--- src/rtl/spi_rx_word.sv ---
`default_nettype none
// ============================================================================
// Module      : spi_rx_word
// Description : SPI receive engine. Deserialises sdi on rx_edge_i strobes into
//               DATA_W-bit words behind a one-word valid/ready output buffer.
//               Define SPI_RX_LSB_FIRST_EN to build the LSB-first write path.
// Revision    : 1.0 - initial release
// ============================================================================
module spi_rx_word #(
    parameter int DATA_W = 32,
    parameter int LEN_W  = 16,
    parameter int CNT_W  = $clog2(DATA_W + 1)
) (
    input  logic              clk_i,
    input  logic              rst_n_i,
    input  logic              en_i,
    input  logic              sdi,
    input  logic              rx_edge_i,
    input  logic              lsb_first_i,
    input  logic [LEN_W-1:0]  rx_bits_len_i,
    input  logic              rx_bits_len_update_i,
    output logic              rx_stall_o,
    output logic              rx_busy_o,
    output logic              rx_done_o,
    output logic [DATA_W-1:0] rx_data_o,
    output logic [CNT_W-1:0]  rx_data_bits_o,
    output logic              rx_last_o,
    output logic              rx_data_vld_o,
    input  logic              rx_data_rdy_i
);

    typedef enum logic [1:0] {
        IDLE    = 2'd0,
        RECEIVE = 2'd1,
        STALL   = 2'd2
    } state_t;

    state_t            state;
    logic [LEN_W-1:0]  len_q;
    logic [LEN_W-1:0]  total_cnt;
    logic [LEN_W-1:0]  total_nxt;
    logic [CNT_W-1:0]  word_cnt;
    logic [CNT_W-1:0]  word_nxt;
    logic [CNT_W-1:0]  pend_bits;
    logic              pend_last;
    logic [DATA_W-1:0] shift_q;
    logic [DATA_W-1:0] shift_nxt;
    logic              xfer_last;
    logic              word_done;
    logic              accept;
    logic              out_free;

    assign accept    = rx_data_vld_o && rx_data_rdy_i;
    assign out_free  = !rx_data_vld_o || accept;
    assign total_nxt = total_cnt + LEN_W'(1);
    assign word_nxt  = word_cnt + CNT_W'(1);
    assign xfer_last = (total_nxt == len_q);
    assign word_done = (word_nxt == CNT_W'(DATA_W)) || xfer_last;

    assign rx_stall_o = (state == STALL);
    assign rx_busy_o  = (state != IDLE) || rx_data_vld_o;

`ifdef SPI_RX_LSB_FIRST_EN
    logic lsb_q;

    // LSB-first writes each bit straight into its final position, so partial
    // words come out right-aligned without a final realignment step.
    always_comb begin
        shift_nxt = {shift_q[DATA_W-2:0], sdi};
        if (lsb_q) begin
            shift_nxt = shift_q;
            for (int i = 0; i < DATA_W; i++) begin
                if (word_cnt == CNT_W'(i)) begin
                    shift_nxt[i] = sdi;
                end
            end
        end
    end

    always_ff @(posedge clk_i or negedge rst_n_i) begin
        if (!rst_n_i) begin
            lsb_q <= 1'b0;
        end else if (state == IDLE && en_i && len_q != '0) begin
            lsb_q <= lsb_first_i;
        end
    end
`else
    logic unused_lsb_first;
    assign unused_lsb_first = lsb_first_i;
    assign shift_nxt        = {shift_q[DATA_W-2:0], sdi};
`endif

    always_ff @(posedge clk_i or negedge rst_n_i) begin
        if (!rst_n_i) begin
            state          <= IDLE;
            len_q          <= '0;
            total_cnt      <= '0;
            word_cnt       <= '0;
            pend_bits      <= '0;
            pend_last      <= 1'b0;
            shift_q        <= '0;
            rx_done_o      <= 1'b0;
            rx_data_o      <= '0;
            rx_data_bits_o <= '0;
            rx_last_o      <= 1'b0;
            rx_data_vld_o  <= 1'b0;
        end else begin
            rx_done_o <= accept && rx_last_o;
            // Default drop of valid on acceptance; a same-cycle load below wins.
            if (accept) begin
                rx_data_vld_o <= 1'b0;
            end

            case (state)
                IDLE: begin
                    if (en_i && len_q != '0) begin
                        state     <= RECEIVE;
                        total_cnt <= '0;
                        word_cnt  <= '0;
                        shift_q   <= '0;
                    end else if (rx_bits_len_update_i) begin
                        len_q <= rx_bits_len_i;
                    end
                end

                RECEIVE: begin
                    if (rx_edge_i) begin
                        total_cnt <= total_nxt;
                        if (word_done) begin
                            word_cnt <= '0;
                            if (out_free) begin
                                rx_data_o      <= shift_nxt;
                                rx_data_bits_o <= word_nxt;
                                rx_last_o      <= xfer_last;
                                rx_data_vld_o  <= 1'b1;
                                shift_q        <= '0;
                                if (xfer_last) begin
                                    state <= IDLE;
                                end
                            end else begin
                                // Shift register becomes the second buffer.
                                shift_q   <= shift_nxt;
                                pend_bits <= word_nxt;
                                pend_last <= xfer_last;
                                state     <= STALL;
                            end
                        end else begin
                            word_cnt <= word_nxt;
                            shift_q  <= shift_nxt;
                        end
                    end
                end

                STALL: begin
                    if (accept) begin
                        rx_data_o      <= shift_q;
                        rx_data_bits_o <= pend_bits;
                        rx_last_o      <= pend_last;
                        rx_data_vld_o  <= 1'b1;
                        shift_q        <= '0;
                        state          <= pend_last ? IDLE : RECEIVE;
                    end
                end

                default: state <= IDLE;
            endcase
        end
    end

endmodule
`default_nettype wire

--- config.mk ---
export PLATFORM = sky130hd
export DESIGN_NAME = spi_rx_word
export DESIGN_NICKNAME = d
export VERILOG_FILES = /design/src/rtl/spi_rx_word.sv
export SDC_FILE = /design/constraint.sdc
export NUM_CORES = 1
export LEC_CHECK = 0
export ABC_AREA = 1
export BUFFER_PORTS_ARGS = -buffer_cell sky130_fd_sc_hd__clkbuf_2
export CAP_MARGIN = 10
export CORE_MARGIN = 5
export CORE_UTILIZATION = 59
export CTS_BUF_LIST = sky130_fd_sc_hd__clkbuf_8 sky130_fd_sc_hd__clkbuf_16
export DETAILED_ROUTE_END_ITERATION = 8
export PLACE_DENSITY = 0.8
export SYNTH_ARGS = -nofsm -noshare
export SYNTH_HDL_FRONTEND = slang
export SYNTH_SLANG_ARGS = --single-unit
--- constraint.sdc ---
create_clock -name clk_i -period 2.4 [get_ports clk_i]
set_input_delay 0.12 -clock clk_i [delete_from_list [all_inputs] [get_ports clk_i]]
set_output_delay 0.12 -clock clk_i [all_outputs]
set_load 0.05 [all_outputs]
==> reports/summary.txt <==
Cell count after synthesis: 727
Final worst slack: -0.0113 ns
Largest net degree at the start of global routing: 121
Hold path startpoint: en_i
Leakage: 3.69 nW
GR Util All Layers: 24.5%
CP required: 2.79 ns
Area after DPL: 0.00653 mm²
Setup crit start kind: flip-flop
Nets: 878
Warnings, synthesis: 0
Via density: 5.72
Reg-to-Reg End: rx_data_o[30]
Crit-path max cell delay: 0.46 ns
CP max FO: 19
CP Class: reg2reg
Synth area leaders: dfrtp_1, nand2_1, nand3_1, o21ai_0, inv_1
Clock tree from TritonCTS: built
Yosys top cell area share: 50.5%
Peak supply drop: 0.585 mV
Die Y: 110 µm
Crit-path cells: ha_1 -> nand2_1 -> nor2_1 -> xnor2_1 -> nand4_1 -> nand3_4 -> nand2_8 -> clkbuf_16 -> nand2_1 -> o21ai_1
Crit path arrival time: 2.81 ns
Placed instance count: 922
Worst R2R Start: word_cnt[0]
Initial DRC Count: 505
Via count: 5683
Count of cell types in the netlist: 32
Final worst path period need: 2.41 ns
RSZ-0062 raised after global routing: true
Fmax: 415 MHz
Fin cells: 993
Avg Inst Size Synth: 8.18 µm²
R2r worst-path depth: 10
Worst-Margin Slew: 0.634 ns
Worst path most repeated cell: nand2_1
Failing checks: negative setup slack
Drt pass-1 iters: 5
I/O Buffers: 65
Hold Path End: len_q[11]
Final Skew: 0.00628 ns
Die width: 110 µm
DP Wirelength: 9.39 mm
Synth Register Bits: 120
Setup violators final: 2
GP Congestion: 0.897
Vias in the first global route: 5413
Worst Path Buf+Inv: 1
Clock Sink Count: 120
Wire per inst: 17.0 µm
P per Cell Area: 1200 mW/mm²
Clock transition at the registers of the reported paths: 0.06 ns
DRC Markers: 0
Clk Latency, worst-skew pair: 0.52 ns
ANT cells: 0
Die area: 0.0122 mm²
Critical path's slowest cell: dfrtp_1
Post-route setup TNS: -0.0166 ns
Synthesized Nets: 758
Synthesized area: 0.00595 mm²
Yosys top cell by area: dfrtp_1
CTS Buf Count: 17
Max-slew headroom: 57.7%
Rows: 36
Initial antenna violation count: 0
Core Util, Final: 79.1%
Final period util: 100%
Share of layout cells above drive strength 1: 23.0%
Clk root buf: clkbuf_8
First-pass GRT wire length: 25.1 mm
Area growth from synthesis to layout: 30.5%
Worst Hold Class: in2reg
Status: finished, violations left
Design Area, Final: 0.00776 mm²
Core ar.: 0.00982 mm²
Final WL: 16.8 mm
Hold Path Cell Cnt: 6
Seq/Total Area, Yosys: 50.5%
Antenna Nets Post-Route: 0
Hold WS: 0.186 ns
Grt total ovfl: 0
Total of max-cap violations: 0
CP Capture Type: flip-flop
Clk buf depth: 2
Initial Util: 60.6%
Register-to-register setup slack: -0.01 ns
Final Max Slew Viols: 0
H-tree level count: 4
Hold Vio Cnt, Final: 0
Family with the most delay on the worst path: simple AND/OR/NAND/NOR gates
Io pins: 67
## area by class of cell
cell class / instances / area, µm²
clock inverter: 14 / 153
inverter: 66 / 248
clock buffer: 18 / 428
multi-input combinational: 514 / 2780
timing repair buffer: 128 / 987
fill: 642 / 2060
sequential: 120 / 3000
tap: 133 / 166
## report_power, final
part / internal, mW / switching (mW) / total (mW)
clock network: 1.51 / 0.971 / 2.48
logic: 1.36 / 2.79 / 4.16
registers: 2.38 / 0.317 / 2.70
total: 5.25 / 4.08 / 9.33
## Yosys cell counts, drive strengths merged
library cell  count
nand2           232
dfrtp           120
o21ai            97
nand3            80
inv              65
nor2             37
mux2i            24
clkbuf           17
nand4            12
buf              11
o22ai             8
ha                7
a21oi             4
nor4              3
xnor2             2
xor2              2
a211oi            1
and3              1
clkinv            1
mux2              1
nor3              1
or2               1
## logic make-up (layout without fill, tap and decap cells)
family / after synthesis / count (layout) / synth area share, %
adder cells (fa/ha/maj): 7 / 7 / 1.47
multiplexers: 25 / 25 / 4.23
flip-flops: 120 / 120 / 50.5
XOR/XNOR: 4 / 4 / 0.589
AO/OA/AOI/OAI: 110 / 110 / 9.46
buffers and inverters: 94 / 226 / 6.60
AND/OR/NAND/NOR: 367 / 368 / 27.2
## how the worst max path moves through the flow
| stage | start | end | slack (ns) | depth (start not counted) |
|---|---|---|---|---|
| 5_1_grt | total_cnt[1] | rx_data_o[30] | -0.13 | 17 |
| 2_1_floorplan | state[0] | shift_q[13] | 0.01 | 11 |
| 6_report | word_cnt[0] | rx_data_o[30] | -0.01 | 10 |
| 3_3_place_gp | len_q[2] | shift_q[29] | 0.05 | 13 |
| 3_5_place_dp | len_q[2] | shift_q[16] | -0.07 | 13 |
| 4_1_cts | total_cnt[0] | shift_q[31] | 0.008 | 17 |
## stage by stage
| stage | power, mW | setup WS (ns) |
|---|---|---|
| after global placement | 6.01 | 0.0515 |
| after floorplan | 5.11 | 0.0113 |
| after detailed placement | 6.11 | -0.0650 |
| after CTS | 8.64 | 0.00790 |
| final | 9.33 | -0.0113 |
| after global routing | 9.78 | -0.132 |
## registers in the layout, indices dropped and copies added, names as in the netlist
name and flops:
total_cnt 16, rx_last_o 1, rx_data_bits_o 6, pend_bits 6, rx_data_vld_o 1, len_q 16, pend_last 1, state 2
word_cnt 6, shift_q 32, rx_done_o 1, rx_data_o 32
## routing by layer
layer	global-route usage, %	share of wire, %
met5	0	0
met4	11.7	2.7
met3	5.09	5.8
met2	41.7	52
met1	29.7	39
## cell usage in the layout, fill, tap and decap left out, types with 2 or more instances in the layout
cell	synthesis	layout
clkinv_2	0	2
nor2_1	27	23
xor2_1	2	2
inv_1	65	64
clkbuf_2	2	64
buf_4	0	31
o21ai_2	0	3
o21ai_1	42	44
nand3_1	76	66
nor2_2	6	4
ha_1	7	5
nand3_4	2	3
a21oi_1	4	4
clkbuf_16	0	20
nand2_4	1	2
nor4_1	3	3
xnor2_1	2	2
buf_6	4	5
buf_12	0	2
clkbuf_8	0	2
dfrtp_1	120	119
o21ai_0	55	50
nand2_2	3	16
nand4_1	12	12
nand2_1	228	211
clkinvlp_4	0	4
bufinv_16	0	2
mux2i_1	24	24
o22ai_1	8	8
nand2_8	0	3
nand3_2	2	11
dlygate4sd3_1	0	21
nor2_4	4	11
clkinv_4	0	6
## tightest hold or removal path, cell delays in order
cell and delay, ns:
clkbuf_2 0.08, nand2_1 0.07, nand2_1 0.10, buf_4 0.11
nor2_1 0.05, o21ai_0 0.14
## repair_timing
action	4_1_cts	5_1_grt
hold endpoints to repair	140	0
pin swaps	3	16
cloned	1	6
hold buffers	21	0
resized for setup	3	58
setup buffers	2	9
endpoints found under the setup margin	35	80
No activity file was read; power rests on OpenSTA's default activity.
